$ cat src/rtl/axi4_lite_reg_slave_pkg.sv
// Shared constants and types for the AXI4-Lite register slave: register map,
// response codes, CTRL bit positions and the write-channel state encoding.
package axi4_lite_reg_slave_pkg;

    localparam int unsigned ADDR_W_DEFAULT = 32;
    localparam int unsigned DATA_W_DEFAULT = 32;

    localparam logic [7:0] OFS_ID      = 8'h00;
    localparam logic [7:0] OFS_CTRL    = 8'h04;
    localparam logic [7:0] OFS_SCRATCH = 8'h08;
    localparam logic [7:0] OFS_COUNTER = 8'h0C;

    // Word index seen on addr[3:2] for each register.
    localparam logic [1:0] IDX_ID      = OFS_ID[3:2];
    localparam logic [1:0] IDX_CTRL    = OFS_CTRL[3:2];
    localparam logic [1:0] IDX_SCRATCH = OFS_SCRATCH[3:2];
    localparam logic [1:0] IDX_COUNTER = OFS_COUNTER[3:2];

    localparam logic [1:0] RESP_OKAY   = 2'b00;
    localparam logic [1:0] RESP_SLVERR = 2'b10;

    localparam logic [31:0] DEFAULT_ID_VALUE = 32'h4D59_5245;

    localparam int unsigned CTRL_EN_BIT  = 0;
    localparam int unsigned CTRL_CLR_BIT = 1;

    typedef enum logic [1:0] {
        W_IDLE   = 2'd0,
        W_COMMIT = 2'd1,
        W_RESP   = 2'd2
    } wr_state_e;

    function automatic logic [31:0] strb_merge(
        input logic [31:0] old_val,
        input logic [31:0] new_val,
        input logic [3:0]  strb
    );
        logic [31:0] res;
        res = old_val;
        for (int b = 0; b < 4; b++) begin
            if (strb[b]) begin
                res[b*8 +: 8] = new_val[b*8 +: 8];
            end else begin
                res[b*8 +: 8] = old_val[b*8 +: 8];
            end
        end
        return res;
    endfunction

endpackage

$ cat src/rtl/axi4_lite_reg_slave_cnt.sv
// Free-running event counter with enable, synchronous clear and natural wrap.
// Clear wins over enable so a clear beat lands exactly on zero.
module free_run_cnt #(
    parameter int unsigned WIDTH = 32
) (
    input  logic             clk_i,
    input  logic             rst_i,
    input  logic             en_i,
    input  logic             clr_i,
    output logic [WIDTH-1:0] cnt_o
);

    logic [WIDTH-1:0] cnt_q;
    logic [WIDTH-1:0] cnt_d;

    // Next count: clear, increment or hold.
    always_comb begin
        cnt_d = cnt_q;
        if (clr_i) begin
            cnt_d = '0;
        end else if (en_i) begin
            cnt_d = cnt_q + {{(WIDTH-1){1'b0}}, 1'b1};
        end else begin
            cnt_d = cnt_q;
        end
    end

    // Counter state register.
    always_ff @(posedge clk_i) begin
        if (rst_i) begin
            cnt_q <= '0;
        end else begin
            cnt_q <= cnt_d;
        end
    end

    assign cnt_o = cnt_q;

endmodule

$ cat src/rtl/axi4_lite_reg_slave.sv
// AXI4-Lite slave with four 32-bit registers (ID, CTRL, SCRATCH, COUNTER).
// Write and read channels run independently; all responses are registered.
module axi4_lite_reg_slave
    import axi4_lite_reg_slave_pkg::*;
#(
    parameter int unsigned ADDR_BIT_WIDTH = ADDR_W_DEFAULT,
    parameter int unsigned DATA_BIT_WIDTH = DATA_W_DEFAULT,
    parameter logic [31:0] ID_VALUE       = DEFAULT_ID_VALUE
) (
    input  logic                        i_clk,
    input  logic                        i_sync_rst,
    input  logic [ADDR_BIT_WIDTH-1:0]   i_awaddr,
    input  logic                        i_awvalid,
    output logic                        o_awready,
    input  logic [DATA_BIT_WIDTH-1:0]   i_wdata,
    input  logic [DATA_BIT_WIDTH/8-1:0] i_wstrb,
    input  logic                        i_wvalid,
    output logic                        o_wready,
    output logic [1:0]                  o_bresp,
    output logic                        o_bvalid,
    input  logic                        i_bready,
    input  logic [ADDR_BIT_WIDTH-1:0]   i_araddr,
    input  logic                        i_arvalid,
    output logic                        o_arready,
    output logic [DATA_BIT_WIDTH-1:0]   o_rdata,
    output logic [1:0]                  o_rresp,
    output logic                        o_rvalid,
    input  logic                        i_rready,
    output logic                        o_ctrl_en
);

    wr_state_e                   wr_state_q;
    logic                        aw_held_q;
    logic                        w_held_q;
    logic [ADDR_BIT_WIDTH-1:2]   awaddr_q;
    logic [DATA_BIT_WIDTH-1:0]   wdata_q;
    logic [DATA_BIT_WIDTH/8-1:0] wstrb_q;
    logic                        bvalid_q;
    logic [1:0]                  bresp_q;

    logic                        ctrl_en_q;
    logic                        ctrl_en_d;
    logic [DATA_BIT_WIDTH-1:0]   scratch_q;
    logic [DATA_BIT_WIDTH-1:0]   scratch_d;
    logic                        cnt_clr_s;
    logic [DATA_BIT_WIDTH-1:0]   cnt_s;

    logic                        rvalid_q;
    logic [DATA_BIT_WIDTH-1:0]   rdata_q;
    logic [1:0]                  rresp_q;

    logic                        awready_s;
    logic                        wready_s;
    logic                        arready_s;
    logic                        aw_fire_s;
    logic                        w_fire_s;
    logic                        ar_fire_s;
    logic                        wr_mapped_s;
    logic                        rd_mapped_s;
    logic [DATA_BIT_WIDTH-1:0]   rd_mux_s;
    logic                        unused_addr_s;

    // Readies come from registered state and are forced low during reset.
    assign awready_s = (wr_state_q == W_IDLE) & ~aw_held_q & ~i_sync_rst;
    assign wready_s  = (wr_state_q == W_IDLE) & ~w_held_q  & ~i_sync_rst;
    assign arready_s = ~rvalid_q & ~i_sync_rst;

    assign aw_fire_s = i_awvalid & awready_s;
    assign w_fire_s  = i_wvalid  & wready_s;
    assign ar_fire_s = i_arvalid & arready_s;

    assign wr_mapped_s = (awaddr_q[ADDR_BIT_WIDTH-1:4] == '0);
    assign rd_mapped_s = (i_araddr[ADDR_BIT_WIDTH-1:4] == '0);
    assign unused_addr_s = ^{i_awaddr[1:0], i_araddr[1:0]};

    // Register-bank next state; only the commit cycle of a mapped write changes it.
    always_comb begin
        ctrl_en_d = ctrl_en_q;
        scratch_d = scratch_q;
        cnt_clr_s = 1'b0;
        if ((wr_state_q == W_COMMIT) && wr_mapped_s) begin
            case (awaddr_q[3:2])
                IDX_CTRL: begin
                    if (wstrb_q[0]) begin
                        ctrl_en_d = wdata_q[CTRL_EN_BIT];
                        cnt_clr_s = wdata_q[CTRL_CLR_BIT];
                    end else begin
                        ctrl_en_d = ctrl_en_q;
                    end
                end
                IDX_SCRATCH: scratch_d = strb_merge(scratch_q, wdata_q, wstrb_q);
                default:     scratch_d = scratch_q;
            endcase
        end else begin
            scratch_d = scratch_q;
        end
    end

    // Write channel FSM: collect AW and W in any order, commit, then hold B.
    always_ff @(posedge i_clk) begin
        if (i_sync_rst) begin
            wr_state_q <= W_IDLE;
            aw_held_q  <= 1'b0;
            w_held_q   <= 1'b0;
            awaddr_q   <= '0;
            wdata_q    <= '0;
            wstrb_q    <= '0;
            bvalid_q   <= 1'b0;
            bresp_q    <= RESP_OKAY;
        end else begin
            case (wr_state_q)
                W_IDLE: begin
                    if (aw_fire_s) begin
                        awaddr_q  <= i_awaddr[ADDR_BIT_WIDTH-1:2];
                        aw_held_q <= 1'b1;
                    end
                    if (w_fire_s) begin
                        wdata_q  <= i_wdata;
                        wstrb_q  <= i_wstrb;
                        w_held_q <= 1'b1;
                    end
                    if ((aw_held_q | aw_fire_s) & (w_held_q | w_fire_s)) begin
                        wr_state_q <= W_COMMIT;
                    end
                end
                W_COMMIT: begin
                    bvalid_q   <= 1'b1;
                    bresp_q    <= wr_mapped_s ? RESP_OKAY : RESP_SLVERR;
                    aw_held_q  <= 1'b0;
                    w_held_q   <= 1'b0;
                    wr_state_q <= W_RESP;
                end
                W_RESP: begin
                    if (i_bready) begin
                        bvalid_q   <= 1'b0;
                        wr_state_q <= W_IDLE;
                    end
                end
                default: begin
                    bvalid_q   <= 1'b0;
                    wr_state_q <= W_IDLE;
                end
            endcase
        end
    end

    // CTRL and SCRATCH storage.
    always_ff @(posedge i_clk) begin
        if (i_sync_rst) begin
            ctrl_en_q <= 1'b0;
            scratch_q <= '0;
        end else begin
            ctrl_en_q <= ctrl_en_d;
            scratch_q <= scratch_d;
        end
    end

    free_run_cnt #(
        .WIDTH (DATA_BIT_WIDTH)
    ) u_cnt (
        .clk_i (i_clk),
        .rst_i (i_sync_rst),
        .en_i  (ctrl_en_q),
        .clr_i (cnt_clr_s),
        .cnt_o (cnt_s)
    );

    // Read mux samples current register values, so a same-edge write is not visible.
    always_comb begin
        rd_mux_s = '0;
        if (rd_mapped_s) begin
            case (i_araddr[3:2])
                IDX_ID:      rd_mux_s = ID_VALUE;
                IDX_CTRL:    rd_mux_s[CTRL_EN_BIT] = ctrl_en_q;
                IDX_SCRATCH: rd_mux_s = scratch_q;
                IDX_COUNTER: rd_mux_s = cnt_s;
                default:     rd_mux_s = '0;
            endcase
        end else begin
            rd_mux_s = '0;
        end
    end

    // Read response register, held until the master accepts it.
    always_ff @(posedge i_clk) begin
        if (i_sync_rst) begin
            rvalid_q <= 1'b0;
            rdata_q  <= '0;
            rresp_q  <= RESP_OKAY;
        end else if (ar_fire_s) begin
            rvalid_q <= 1'b1;
            rdata_q  <= rd_mux_s;
            rresp_q  <= rd_mapped_s ? RESP_OKAY : RESP_SLVERR;
        end else if (rvalid_q && i_rready) begin
            rvalid_q <= 1'b0;
        end else begin
            rvalid_q <= rvalid_q;
        end
    end

    assign o_awready = awready_s;
    assign o_wready  = wready_s;
    assign o_arready = arready_s;
    assign o_bvalid  = bvalid_q;
    assign o_bresp   = bresp_q;
    assign o_rvalid  = rvalid_q;
    assign o_rdata   = rdata_q;
    assign o_rresp   = rresp_q;
    assign o_ctrl_en = ctrl_en_q;

endmodule

$ cat config.mk
export PLATFORM = sky130hd
export DESIGN_NAME = axi4_lite_reg_slave
export DESIGN_NICKNAME = d
export VERILOG_FILES = /design/src/rtl/axi4_lite_reg_slave_pkg.sv /design/src/rtl/axi4_lite_reg_slave_cnt.sv /design/src/rtl/axi4_lite_reg_slave.sv
export SDC_FILE = /design/constraint.sdc
export NUM_CORES = 1
export LEC_CHECK = 0
export CELL_PAD_IN_SITES_DETAIL_PLACEMENT = 0
export CELL_PAD_IN_SITES_GLOBAL_PLACEMENT = 1
export CORE_MARGIN = 5
export CORE_UTILIZATION = 38
export DETAILED_ROUTE_END_ITERATION = 8
export PLACE_DENSITY = 0.82
export SLEW_MARGIN = 15
export SYNTH_ARGS = -nofsm -noshare
export SYNTH_HDL_FRONTEND = slang
export SYNTH_SLANG_ARGS = --single-unit
$ cat constraint.sdc
create_clock -name i_clk -period 2.8 [get_ports i_clk]
set_input_delay 0.42 -clock i_clk [delete_from_list [all_inputs] [get_ports i_clk]]
set_output_delay 0.42 -clock i_clk [all_outputs]
set_load 0.01 [all_outputs]
* Word-level counts from Yosys, hierarchy flattened
Cells that the tools add are included.
W data, S select, Z words.
** Storage, ports and cells
- Logic and storage cells :: 84
- Bits in registers :: 173
** Cells by class
- Equal/unequal tests :: 11
- Muxes and demuxes :: 19
- Add/subtract/negate cells :: 1
- Reduce and logical (&&, ||, !) cells :: 20
- Bitwise operators :: 16
** Operator list (count)
- $pmux W31 S3 :: 1
- $logic_not A28 Y1 :: 2
- $add A32 B1 Y32 const B :: 1
- $mux W32 :: 1
- $reduce_and A3 Y1 :: 5
- $reduce_and A2 Y1 :: 6
- $and A1 B1 Y1 :: 9
- $eq A2 B2 Y1 const B :: 4
- $mux W1 :: 8
- $mux W2 :: 4
- $eq A2 B1 Y1 const B :: 3
- $ne A2 B2 Y1 const B :: 3
- $pmux W2 S3 :: 1
- $not A1 Y1 :: 5
- $logic_not A2 Y1 :: 2
- $pmux W1 S2 :: 2
- $pmux W1 S4 :: 1
- $reduce_bool A2 Y1 :: 2
- $pmux W1 S3 :: 1
- $logic_and A1 B1 Y1 :: 2
- $ne A2 B1 Y1 const B :: 1
- $or A1 B1 Y1 :: 2
- $reduce_or A2 Y1 :: 1

* Longest topological paths before layout
- Depth after elaboration :: 8
- Gate-level depth with buffers :: 9

* Cells and area by module
From an unflattened synthesis, not the netlist that was laid out.
** Second synthesis, totals
- Cell total of the unflattened synthesis :: 862
- Area, all modules :: 7350.8 um^2
** Modules (own cells, without submodules)
- axi4_lite_reg_slave :: cells each 689, instances 1, area an instance 5790.6 um^2, seq. area each 2782.7 um^2
- free_run_cnt :: cells each 173, instances 1, area an instance 1560.2 um^2, seq. area each 640.6 um^2

* Worst setup path before layout
OpenSTA, ideal clock, no wires.
- Path type :: input to register
- From :: input port i_sync_rst
- To :: register rdata_q[17], in the netlist o_rdata[17]
- Required time :: 2.736 ns
- Library setup time :: 0.064 ns
- Stages :: 9
- Arrival :: 2.017 ns
- Slack :: 0.719 ns
- Cells stage by stage :: clkbuf_1 > or3b_1 > buf_2 > nand4b_4 > or3_1 > buf_6 > buf_6 > a2bb2oi_1 > nor2_2
** Between the ends
- Word-level cells in the longest chain between the ends :: 3
** Ends and longest elaborated chain
- start, declared :: RTL line axi4_lite_reg_slave.sv:11 : input logic i_sync_rst,
- $not A1 Y1 :: RTL line axi4_lite_reg_slave.sv:66 : assign arready_s = ~rvalid_q & ~i_sync_rst;
- $and A1 B1 Y1 :: RTL line axi4_lite_reg_slave.sv:66
- $and A1 B1 Y1 :: RTL line axi4_lite_reg_slave.sv:70 : assign ar_fire_s = i_arvalid & arready_s;
- end signal, assigned :: RTL line axi4_lite_reg_slave.sv:192 : rdata_q <= rd_mux_s;
- end, declared :: RTL line axi4_lite_reg_slave.sv:49 : logic [DATA_BIT_WIDTH-1:0] rdata_q;
Parallel ways exist; a longest one is shown, timed or not.
A chain may end at the register's enable or synchronous reset.

* Worst setup path in the final report
- From :: register wr_state_q[0]
- To :: output port o_awready
** Between the ends
- Word-level cells in the longest chain between the ends :: 3
** Ends and longest elaborated chain
- start, declared :: RTL line axi4_lite_reg_slave.sv:32 : wr_state_e wr_state_q;
- start signal, assigned :: RTL line axi4_lite_reg_slave.sv:102 : wr_state_q <= W_IDLE;
- start signal, assigned :: RTL line axi4_lite_reg_slave.sv:123 : wr_state_q <= W_COMMIT;
- start signal, assigned :: RTL line axi4_lite_reg_slave.sv:131 : wr_state_q <= W_RESP;
- $logic_not A2 Y1 :: RTL line axi4_lite_reg_slave.sv:64 : assign awready_s = (wr_state_q == W_IDLE) & ~aw_held_q & ~i_sync_rst;
- $and A1 B1 Y1 (2 in a row) :: RTL line axi4_lite_reg_slave.sv:64
- end, declared :: RTL line axi4_lite_reg_slave.sv:14 : output logic o_awready,
No other way between the ends.

==> qor_table.md <==
| Metric | Reported |
|:---|:---|
| Status | complete, no violations |
| Classification of the worst-slack hold path | input port to flip-flop |
| Portion of the post-synthesis area used by sequential elements | 50.0% |
| Critical path data required time | 2380 ps |
| Setup clock skew after layout | 7.31 ps |
| Synth async-reset ratio | 0% |
| Final setup violation count | 0 |
| CP Data Arrival Time | 1970 ps |
| Static leakage | 3.55 nW |
| Antenna violations before repair | 1 |
| Total grt overflow | 0 |
| Worst setup slack after placement | 316 ps |
| Clock transition at the register clock pins on the worst setup and hold paths after CTS | 60 ps |
| Sum of net half-perimeters after detailed placement | 12.1 mm |
| Worst Hold Launch | i_sync_rst |
| Detailed-routing iteration count for the pre-antenna-repair pass | 4 |
| Most used DFF post-synth | dfxtp_1 |
| RSZ-0062 raised after global routing | no |
| Total routed wirelength | 16.9 mm |
| Number of distinct library cells after synthesis | 37 |
| Total of flip-flops plus latches after synthesis | 171 |
| Most frequent cells in the layout | dfxtp_1, nand2_1, clkdlybuf4s50_1 |
| Sequential cell area | 3420 um^2 |
| Area used by multi-input combinational logic | 3160 um^2 |
| Worst slew slack as a fraction of its limit | 40.4% |
| CTS Buffer Depth | 2 |
| Post-Syn Instances | 786 |
| PD cells | 613 nW/um^2 |
| Sum of negative setup slack | 0 ps |
| Part of the cycle the worst path needs | 85.2% |
| Setup Fix Bufs, Post-CTS | 0 |
| Wire length of the first global-routing pass | 27.2 mm |
| Post-detailed-route DRC marker count | 0 |
| Synthesized area per cell | 8.72 um^2 |
| Effective utilization at floorplan | 38.4% |
| Least setup slack across all paths after layout | 414 ps |
| Peak clock frequency supported by timing | 419 MHz |
| Final Max Slew Viols | 0 |
| Combinational share of power | 7.8% |
| Final hold viol count | 0 |
| Endpoint kind of the worst setup timing path | output port |
| Area enclosed by the die boundary | 20800 um^2 |
| Via count of the routed design | 5627 |
| Count of fill cells added during filler insertion | 1694 |
| CTS tree | done |
| Placement row count | 49 |
| Skew-Pair Late Insertion Delay | 420 ps |
| Internal Power | 0.00444 W |
| Post-synth design cell area | 6850 um^2 |
| Placer Congestion | 0.811 |
| Yosys warns | 0 |
| Total routing resource utilization after global routing | 16.5% |
| Part of the total power dissipated in the clock network | 47.3% |
| Post_cts resized | 0 |
| Average vias per placed instance | 4.87 |
| Wire per inst | 14.6 um |
| Antenna Diode Count | 0 |
| Net switching fraction of the power | 21.0% |
| Vert. Die Dim | 144 um |
| Area inside the core boundary | 17800 um^2 |
| Switching power of the nets | 0.00118 W |
| Fraction of final layout cells with drive strength greater than 1 | 6.90% |
| Crit Path Max Fanout | 5 |
| Post-layout minimum cycle time | 2390 ps |
| Number of synthesized flops with an enable pin | 0 |
| Port Buffers | 142 |
| Max Cap Viol | 0 |
| Setup Crit Path Kind | flip-flop to output port |
| Area growth from synthesis to layout | 33.6% |
| CP Launch Point | wr_state_q[0]$_SDFFE_PP0P_ |
| Nets | 1022 |
| Critical path startpoint category | flip-flop |
| X dimension of the die | 144 um |
| Share of total power in sequential cells | 44.9% |
| Hold-fix buffer count after cts | 0 |
| Htree depth | 4 |
| Post-route antenna net violation count | 0 |
| Least-Margin Pin Slew | 894 ps |
| Initial DRC count | 308 |
| Clock tree root driver cell | clkbuf_16 |
| Number of top-level pins | 149 |
| Most frequent standard cell in the layout excluding fill and tap cells | dfxtp_1 |
| Clock sink total | 171 |
| Peak VDD IR | 0.458 mV |
| Vias in the first global route | 5392 |
| Reg-to-reg setup timing slack | 580 ps |
| Maximum number of pins on one net before global-route repair | 85 |
| Launch instance of the worst register-to-register path | awaddr_q[4]$_SDFFE_PP0P_ |
| Num CTS Buffers | 17 |
==> layout make-up <==
class / instances / area share [%]
clock buffer: 21 / 5.03
clock inverter: 11 / 2.34
inverter: 13 / 0.533
multi-input combinational: 553 / 34.5
sequential: 171 / 37.4
tap: 229 / 3.13
timing repair buffer: 158 / 17.0
==> final timing paths <==
| kind | cells past startpoint | endpoint |
|---|---|---|
| setup / recovery | 3 | o_awready |
| hold / removal | 3 | wr_state_q[0]$_SDFFE_PP0P_ |
| setup reg to reg | 6 | u_cnt.cnt_o[22]$_SDFFE_PP0P_ |
| hold reg to reg | 2 | wdata_q[16]$_SDFFE_PP0P_ |
==> layer usage <==
layer / up-vias / share of wire (%) / GRT usage, %
met5: - / 0.071 / 0
met4: 2 / 1.4 / 4.81
met3: 14 / 8.9 / 6.61
met2: 133 / 44 / 25.7
met1: 2577 / 46 / 21.2
li1: 2901 / - / -
==> worst max-delay path, stage by stage (launching register included) <==
cell and delay, ps:
dfxtp_1 340, or3_1 420, nor2_1 210, clkdlybuf4s50_1 580
==> flip-flops by register name, summed over array words and instances (netlist names) <==
name and cells:
o_rdata 32, scratch_q 32, u_cnt.cnt_o 32, wdata_q 32
awaddr_q 30, wstrb_q 4, wr_state_q 2, aw_held_q 1
o_bresp 1, o_bvalid 1, o_ctrl_en 1, o_rresp 1
o_rvalid 1, w_held_q 1
==> power groups by stage <==
stage / sequential [W] / combinational [W] / clock [W]
floorplan: 0.00257 / 0.000213 / 0
global placement: 0.00258 / 0.000443 / 0
detailed placement: 0.00258 / 0.000445 / 0
CTS: 0.00252 / 0.000446 / 0.00272
global route: 0.00253 / 0.000483 / 0.00283
finish: 0.00252 / 0.000439 / 0.00265
==> through the flow <==
| step | hold slack (ps) | std cells | power, W | util [%] | cell area, um^2 |
|---|---|---|---|---|---|
| 3_5_place_dp | 445 | 1124 | 0.00302 | 47.5 | 8480 |
| 2_1_floorplan | 431 | 787 | 0.00278 | - | 6860 |
| 3_3_place_gp | 440 | 1124 | 0.00302 | 47.5 | 8480 |
| 6_report | 365 | 1156 | 0.00562 | 51.3 | 9160 |
| 5_1_grt | 366 | 1156 | 0.00584 | 51.3 | 9160 |
| 4_1_cts | 341 | 1156 | 0.00569 | 51.3 | 9160 |
==> kinds of logic after synthesis <==
| logic type | after synthesis | synth area share, % |
|---|---|---|
| compound gates | 108 | 9.66 |
| xor+xnor | 31 | 3.96 |
| fa+ha+maj | 1 | 0.183 |
| buf+inv | 63 | 3.94 |
| flops | 171 | 50.0 |
| mux | 66 | 9.64 |
| other cells | 1 | 0.0547 |
| simple gates | 345 | 22.6 |
==> cells in the mapped netlist, types with 2 or more instances <==
| cell type | n | area [um^2] |
|---|---|---|
| mux2i_1 | 66 | 661 |
| dfxtp_1 | 171 | 3420 |
| nor4_1 | 15 | 93.8 |
| a2bb2oi_1 | 18 | 158 |
| buf_4 | 2 | 15.0 |
| a22oi_1 | 15 | 113 |
| or4_1 | 4 | 30.0 |
| buf_6 | 2 | 22.5 |
| nand4_2 | 4 | 50.1 |
| nor3_1 | 15 | 75.1 |
| buf_2 | 9 | 45.0 |
| and2_1 | 4 | 25.0 |
| xnor2_1 | 25 | 219 |
| buf_1 | 3 | 11.3 |
| nand4_1 | 6 | 37.5 |
| nor2b_1 | 3 | 18.8 |
| inv_1 | 13 | 48.8 |
| clkbuf_1 | 34 | 128 |
| nand2_1 | 159 | 597 |
| and4_1 | 8 | 70.1 |
| xor2_1 | 6 | 52.6 |
| or3_1 | 2 | 12.5 |
| nor2_2 | 10 | 62.6 |
| nor2_1 | 103 | 387 |
| a21oi_1 | 70 | 350 |
| nand3_1 | 7 | 35.0 |
| and3_1 | 2 | 12.5 |
No activity file was read; power rests on OpenSTA's default activity.
